==> config.mk <==
export PLATFORM = sky130hd
export DESIGN_NAME = reg_scoreboard
export DESIGN_NICKNAME = d
export VERILOG_FILES = /design/src/rtl/mips_pkg.sv /design/src/rtl/reg_scoreboard_sb_counter.sv /design/src/rtl/reg_scoreboard.sv
export SDC_FILE = /design/constraint.sdc
export NUM_CORES = 1
export LEC_CHECK = 0
export ABC_CLOCK_PERIOD_IN_PS = 3800
export CORE_ASPECT_RATIO = 1.2
export CORE_UTILIZATION = 50
export DETAILED_ROUTE_END_ITERATION = 10
export PLACE_DENSITY = 0.69
export SYNTH_ARGS = -nofsm -noshare
export SYNTH_HDL_FRONTEND = slang
export SYNTH_SLANG_ARGS = --single-unit
==> constraint.sdc <==
create_clock -name Clk -period 3.8 [get_ports Clk]
set_input_delay 0.57 -clock Clk [delete_from_list [all_inputs] [get_ports Clk]]
set_output_delay 0.57 -clock Clk [all_outputs]
set_load 0.05 [all_outputs]
==> src/rtl/mips_pkg.sv <==
// Shared definitions for the MIPS pipeline slice.
// Holds the register-file geometry, the register index type and the
// pending-write counter geometry used by the issue scoreboard.
package mips_pkg;

    // Number of architectural registers and index width.
    localparam int NREG = 32;
    localparam int AW   = 5;

    // Index of a register file entry.
    typedef logic [AW-1:0] reg_idx_t;

    // Register 0 is hardwired to zero and is never tracked.
    localparam reg_idx_t REG_ZERO = '0;

    // Pending-write counter width and its saturation value.
    localparam int CW = 2;
    localparam logic [CW-1:0] CNT_MAX = '1;

endpackage

==> src/rtl/reg_scoreboard_sb_counter.sv <==
// sb_counter: pending-write counter for one architectural register.
// Ports:
//   Clk          - system clock
//   Rst          - asynchronous active-high reset
//   Flush        - synchronous clear of the count
//   Inc          - an accepted issue targets this register
//   Wb           - writeback targets this register this cycle
//   Count        - current number of outstanding writes
//   Busy         - registered flag, 1 when Count is non-zero
//   UnderflowEvt - combinational pulse: writeback seen with nothing pending
module sb_counter
    import mips_pkg::*;
(
    input  logic          Clk,
    input  logic          Rst,
    input  logic          Flush,
    input  logic          Inc,
    input  logic          Wb,
    output logic [CW-1:0] Count,
    output logic          Busy,
    output logic          UnderflowEvt
);

    logic          dec;
    logic [CW-1:0] nextCount;

    // A writeback only retires a write if one is outstanding; a writeback
    // with nothing pending is reported rather than wrapping the count.
    // An issue and a retirement in the same cycle cancel each other out.
    always_comb begin
        dec          = Wb && (Count != '0);
        UnderflowEvt = Wb && (Count == '0);
        nextCount    = Count;
        if (Flush) begin
            nextCount = '0;
        end else if (Inc && !dec) begin
            nextCount = Count + CW'(1);
        end else if (dec && !Inc) begin
            nextCount = Count - CW'(1);
        end
    end

    // Busy is taken from the next count so it tracks Count exactly.
    always_ff @(posedge Clk or posedge Rst) begin
        if (Rst) begin
            Count <= '0;
            Busy  <= 1'b0;
        end else begin
            Count <= nextCount;
            Busy  <= (nextCount != '0);
        end
    end

endmodule

==> src/rtl/reg_scoreboard.sv <==
// reg_scoreboard: issue-side hazard scoreboard for the MIPS register file.
// Counts outstanding writes per register between ID issue and WB, and stalls
// issue while a source is still pending or the destination counter is full.
// The register file writes on posedge and reads on negedge, so a writeback
// that retires the last pending write in the same cycle clears the hazard.
// Ports:
//   Clk, Rst                  - clock, asynchronous active-high reset
//   Flush                     - squash: clear every pending count
//   IssueValid                - instruction presented in ID
//   IssueUse1/2, IssueR1/2    - source use flags and indices
//   IssueRegWrite, IssueDest  - destination write flag and index
//   WbRegWrite, WbWriteR      - writeback port of the register file
//   Stall                     - combinational, hold the instruction in ID
//   Busy                      - registered, bit i set while writes to i pending
//   Underflow                 - registered sticky writeback-without-issue flag
module reg_scoreboard
    import mips_pkg::*;
(
    input  logic            Clk,
    input  logic            Rst,
    input  logic            Flush,
    input  logic            IssueValid,
    input  logic            IssueUse1,
    input  logic            IssueUse2,
    input  reg_idx_t        IssueR1,
    input  reg_idx_t        IssueR2,
    input  logic            IssueRegWrite,
    input  reg_idx_t        IssueDest,
    input  logic            WbRegWrite,
    input  reg_idx_t        WbWriteR,
    output logic            Stall,
    output logic [NREG-1:0] Busy,
    output logic            Underflow
);

    logic [CW-1:0]   cnt [NREG];
    logic [NREG-1:0] underflowEvt;
    logic            accept;
    logic            resR1;
    logic            resR2;
    logic            resDest;
    logic            hz1;
    logic            hz2;
    logic            sat;

    // Register 0 has no counter; it reads as never pending.
    assign cnt[0]          = '0;
    assign Busy[0]         = 1'b0;
    assign underflowEvt[0] = 1'b0;

    // A source is only safe to bypass when the writeback in flight is the
    // last outstanding write to it; with two or more pending, a later
    // producer is still outstanding and the read must wait.
    always_comb begin
        resR1   = WbRegWrite && (WbWriteR == IssueR1)   && (IssueR1   != REG_ZERO);
        resR2   = WbRegWrite && (WbWriteR == IssueR2)   && (IssueR2   != REG_ZERO);
        resDest = WbRegWrite && (WbWriteR == IssueDest) && (IssueDest != REG_ZERO);
        hz1 = IssueUse1 && (IssueR1 != REG_ZERO) && (cnt[IssueR1] != '0)
              && !(resR1 && (cnt[IssueR1] == CW'(1)));
        hz2 = IssueUse2 && (IssueR2 != REG_ZERO) && (cnt[IssueR2] != '0)
              && !(resR2 && (cnt[IssueR2] == CW'(1)));
        sat = IssueRegWrite && (IssueDest != REG_ZERO)
              && (cnt[IssueDest] == CNT_MAX) && !resDest;
        Stall  = IssueValid && !Flush && (hz1 || hz2 || sat);
        accept = IssueValid && !Stall && !Flush;
    end

    for (genvar i = 1; i < NREG; i++) begin : gCnt
        sb_counter uCnt (
            .Clk          (Clk),
            .Rst          (Rst),
            .Flush        (Flush),
            .Inc          (accept && IssueRegWrite && (IssueDest == reg_idx_t'(i))),
            .Wb           (WbRegWrite && (WbWriteR == reg_idx_t'(i))),
            .Count        (cnt[i]),
            .Busy         (Busy[i]),
            .UnderflowEvt (underflowEvt[i])
        );
    end

    // Underflow is sticky across Flush; only reset clears it.
    always_ff @(posedge Clk or posedge Rst) begin
        if (Rst) begin
            Underflow <= 1'b0;
        end else if (|underflowEvt) begin
            Underflow <= 1'b1;
        end
    end

endmodule

==> results.md <==
* Initial core utilization at 0.514
* Commonest cells post-synth: nor2_1, dfrtp_1, inv_1, nand2_1, nor3_1
* Clock power share at 0.412
* WS Path Type: input pin to output pin
* WL met2 at 13800 µm
* Slew Viols, Final at 0
* Total wire length at 30200 µm
* GP Congestion at 1.05
* Pwr/cell area at 223 mW/mm²
* Ys Warns at 0
* Vias in the first global route at 8285
* Top sig layer: met4
* Skew final at 0.0131 ns
* Synth unique cells at 67
* Die H at 150 µm
* Initial antenna violation count at 0
* First-pass GRT wire length at 45900 µm
* Clock Latency Late Sink at 0.37 ns
* Setup crit end kind: output pin
* Total chip power at 2.46 mW
* Pre-antenna DRT Iters at 9
* DRC violations left at 10
* GRT Resource Usage Total at 0.324
* Met3 WL at 2630 µm
* Post-Syn Nets at 1101
* Yosys reg bits at 94
* MaxCap Viol Count at 0
* Ys async rst share at 1.00
* Count leader, synth: nor2_1
* Layout cells sized above 1 at 0.223
* Worst Tran Pin Value at 1.07 ns
* Hold buffer count at cts at 0
* Worst setup SP type: input pin
* Cell Rows at 53
* Wire per inst at 21.8 µm
* Fin nets at 1218
* CP max FO at 8
* Antenna cell count at 0
* Largest cells by area after synthesis: dfrtp_1, mux4_2, mux2i_1
* Worst relative slew slack at 0.284
* CTS Buffer Depth at 2
* LEAKAGE at 4.23 nW
* Switching Share at 0.286
* Top cell type's share of synthesized area at 0.259
* Mean Syn Cell Area at 8.71 µm²
* R2r setup slk at 0.34 ns
* Synth Instances at 1042
* Comb power frac at 0.180
* Worst hold margin at 0.587 ns
* Final WS setup at -0.00331 ns
* CTS root buf: clkbuf_16
* Total grt overflow at 0
* IO buf count at 60
* Wl on met1 at 12200 µm
* Final setup vio count at 1
* Post-synth EDFFs at 0
* Min-delay worst type: flop to flop
* TritonCTS clock tree: yes
* Final min period at 3.80 ns
* Die area at 0.0187 mm²
* Reg power frac at 0.408
* End-of-flow core utilization at 0.627
* Placed wire-length estimate at 22700 µm
* Fin crit share at 1.00
* Vias per cell at 6.40
* Psw at 0.704 mW
* RSZ-0062 raised after global routing: yes
* Sequential area share after synthesis at 0.259
* Top_reg_cell synth: dfrtp_1
* Worst vdd ir at 0.000206 V
* # clock sinks at 94
* Critical path required time at 3.23 ns
* Failing checks: design-rule violations, negative setup slack
* Most area-hungry cell type in the Yosys netlist: dfrtp_1
* IO Count at 62
* Initial DRC count at 902
* Clk slew on worst S/H paths at 0.07 ns
* H-Tree Depth at 3
* Number of CTS-inserted buffers at 9
* Outcome: complete, but fails checks
* Total number of vias at 8855
* CP arrival at 3.23 ns
* Core Region at 0.0176 mm²
* Fmax at 0.263 GHz
* Final-report hold violation count at 0
* Die X at 125 µm
* Post-DRT Antenna Nets at 0
* Internal power at 1.76 mW
* Area Overhead vs Synth at 21.9%
* Largest net degree at the start of global routing at 97
* Mapped Area at 0.00907 mm²
[cell usage in the layout (no fill, tap or decap), types with 10 or more instances in the layout]
master           instances
nand3b_1                14
nor4_1                  16
nand3_1                 51
a311oi_1                12
clkbuf_16               11
ha_1                    31
xor2_1                  15
a31oi_1                 30
o21ai_0                 13
mux2_2                  13
dfrtp_1                 94
mux2i_1                 43
nor2b_1                 15
xnor2_1                 45
a22oi_1                 10
inv_1                   70
buf_4                  126
nand2_1                 71
or3b_2                  11
or2_2                   11
or3_1                   36
nand2b_1                17
nor3_1                  54
mux4_2                  32
and2_1                  10
nor2_1                  93
clkdlybuf4s50_1         54
[power by group through the flow]
stage,sequential [mW],combinational (mW),clock [mW]
4_1_cts,1.00,0.409,1.03
3_5_place_dp,1.02,0.402,0
6_report,1.00,0.442,1.02
5_1_grt,1.00,0.463,1.07
3_3_place_gp,1.02,0.402,0
2_1_floorplan,1.02,0.228,0
[state kept, by name (all words and copies together), names as in the netlist]
register	cells
Underflow	1
gCnt.uCnt.Busy	31
gCnt.uCnt.Count	62
[path summary, 6_finish.rpt]
path | to | depth (start not counted) | start
worst max-delay path | Stall | 11 | IssueR1[0]
worst min-delay path | gCnt[15].uCnt.Busy$_DFF_PP0_ | 1 | gCnt[15].uCnt.Count[0]$_DFF_PP0_
worst max register to register | gCnt[5].uCnt.Count[1]$_DFF_PP0_ | 11 | gCnt[16].uCnt.Count[1]$_DFF_PP0_
worst min register to register | gCnt[15].uCnt.Busy$_DFF_PP0_ | 1 | gCnt[15].uCnt.Count[0]$_DFF_PP0_
max in group asynchronous | gCnt[30].uCnt.Count[1]$_DFF_PP0_ | 3 | Rst
min in group asynchronous | gCnt[1].uCnt.Busy$_DFF_PP0_ | 2 | Rst
[area by class of cell]
cell class                      count  area [µm²]
Fill cell                        1530        6580
Clock inverter                      7        97.6
Multi-Input combinational cell    787        6100
Sequential cell                    94        2350
Timing Repair Buffer              196        1750
Clock buffer                        9         225
Tap cell                          220         275
Inverter                           71         269
[worst max-delay path: stages]
cell and delay (ns):
clkdlybuf4s50_1 0.47, buf_6 0.17, buf_4 0.13, mux4_1 0.57
a21oi_2 0.25, a221oi_4 0.10, buf_4 0.19, o22a_1 0.26
buf_4 0.19, a21oi_4 0.17, buf_12 0.15
[layer usage]
metal  vias to the layer above  track usage
li1                       4032            -
met1                      4246        0.412
met2                       457        0.534
met3                       120       0.0629
met4                         0        0.151
met5                         -            0
[cell families after synthesis]
family,count (synthesis),synth area share
and+or+nand+nor,451,0.261
buffers and inverters,161,0.0890
AOI/OAI and AO/OA,144,0.118
muxes,97,0.168
DFF,94,0.259
xor gates and xnor gates,63,0.0608
adders and majority gates,31,0.0428
other,1,0.000413
[per-stage QoR]
stage	cells	worst slack, ns	area, µm²	setup TNS, ns
after CTS	1377	0.00443	10800	0
after floorplan	1042	0.00516	9080	0
final	1384	-0.00331	11100	-0.00331
after detailed placement	1360	-0.520	10400	-26.35
after global placement	1360	-0.444	10400	-21.77
after global routing	1384	-0.0547	11100	-0.0660
[repair_timing]
action / CTS / global route
hold endpoints to repair: 0 / 0
setup endpoints to repair: 13 / 77
gates resized for setup: 12 / 31
pin swaps: 1 / 5
buffers inserted: 1 / 5
cloned: 0 / 2
Power figures use the tool's default switching activity.
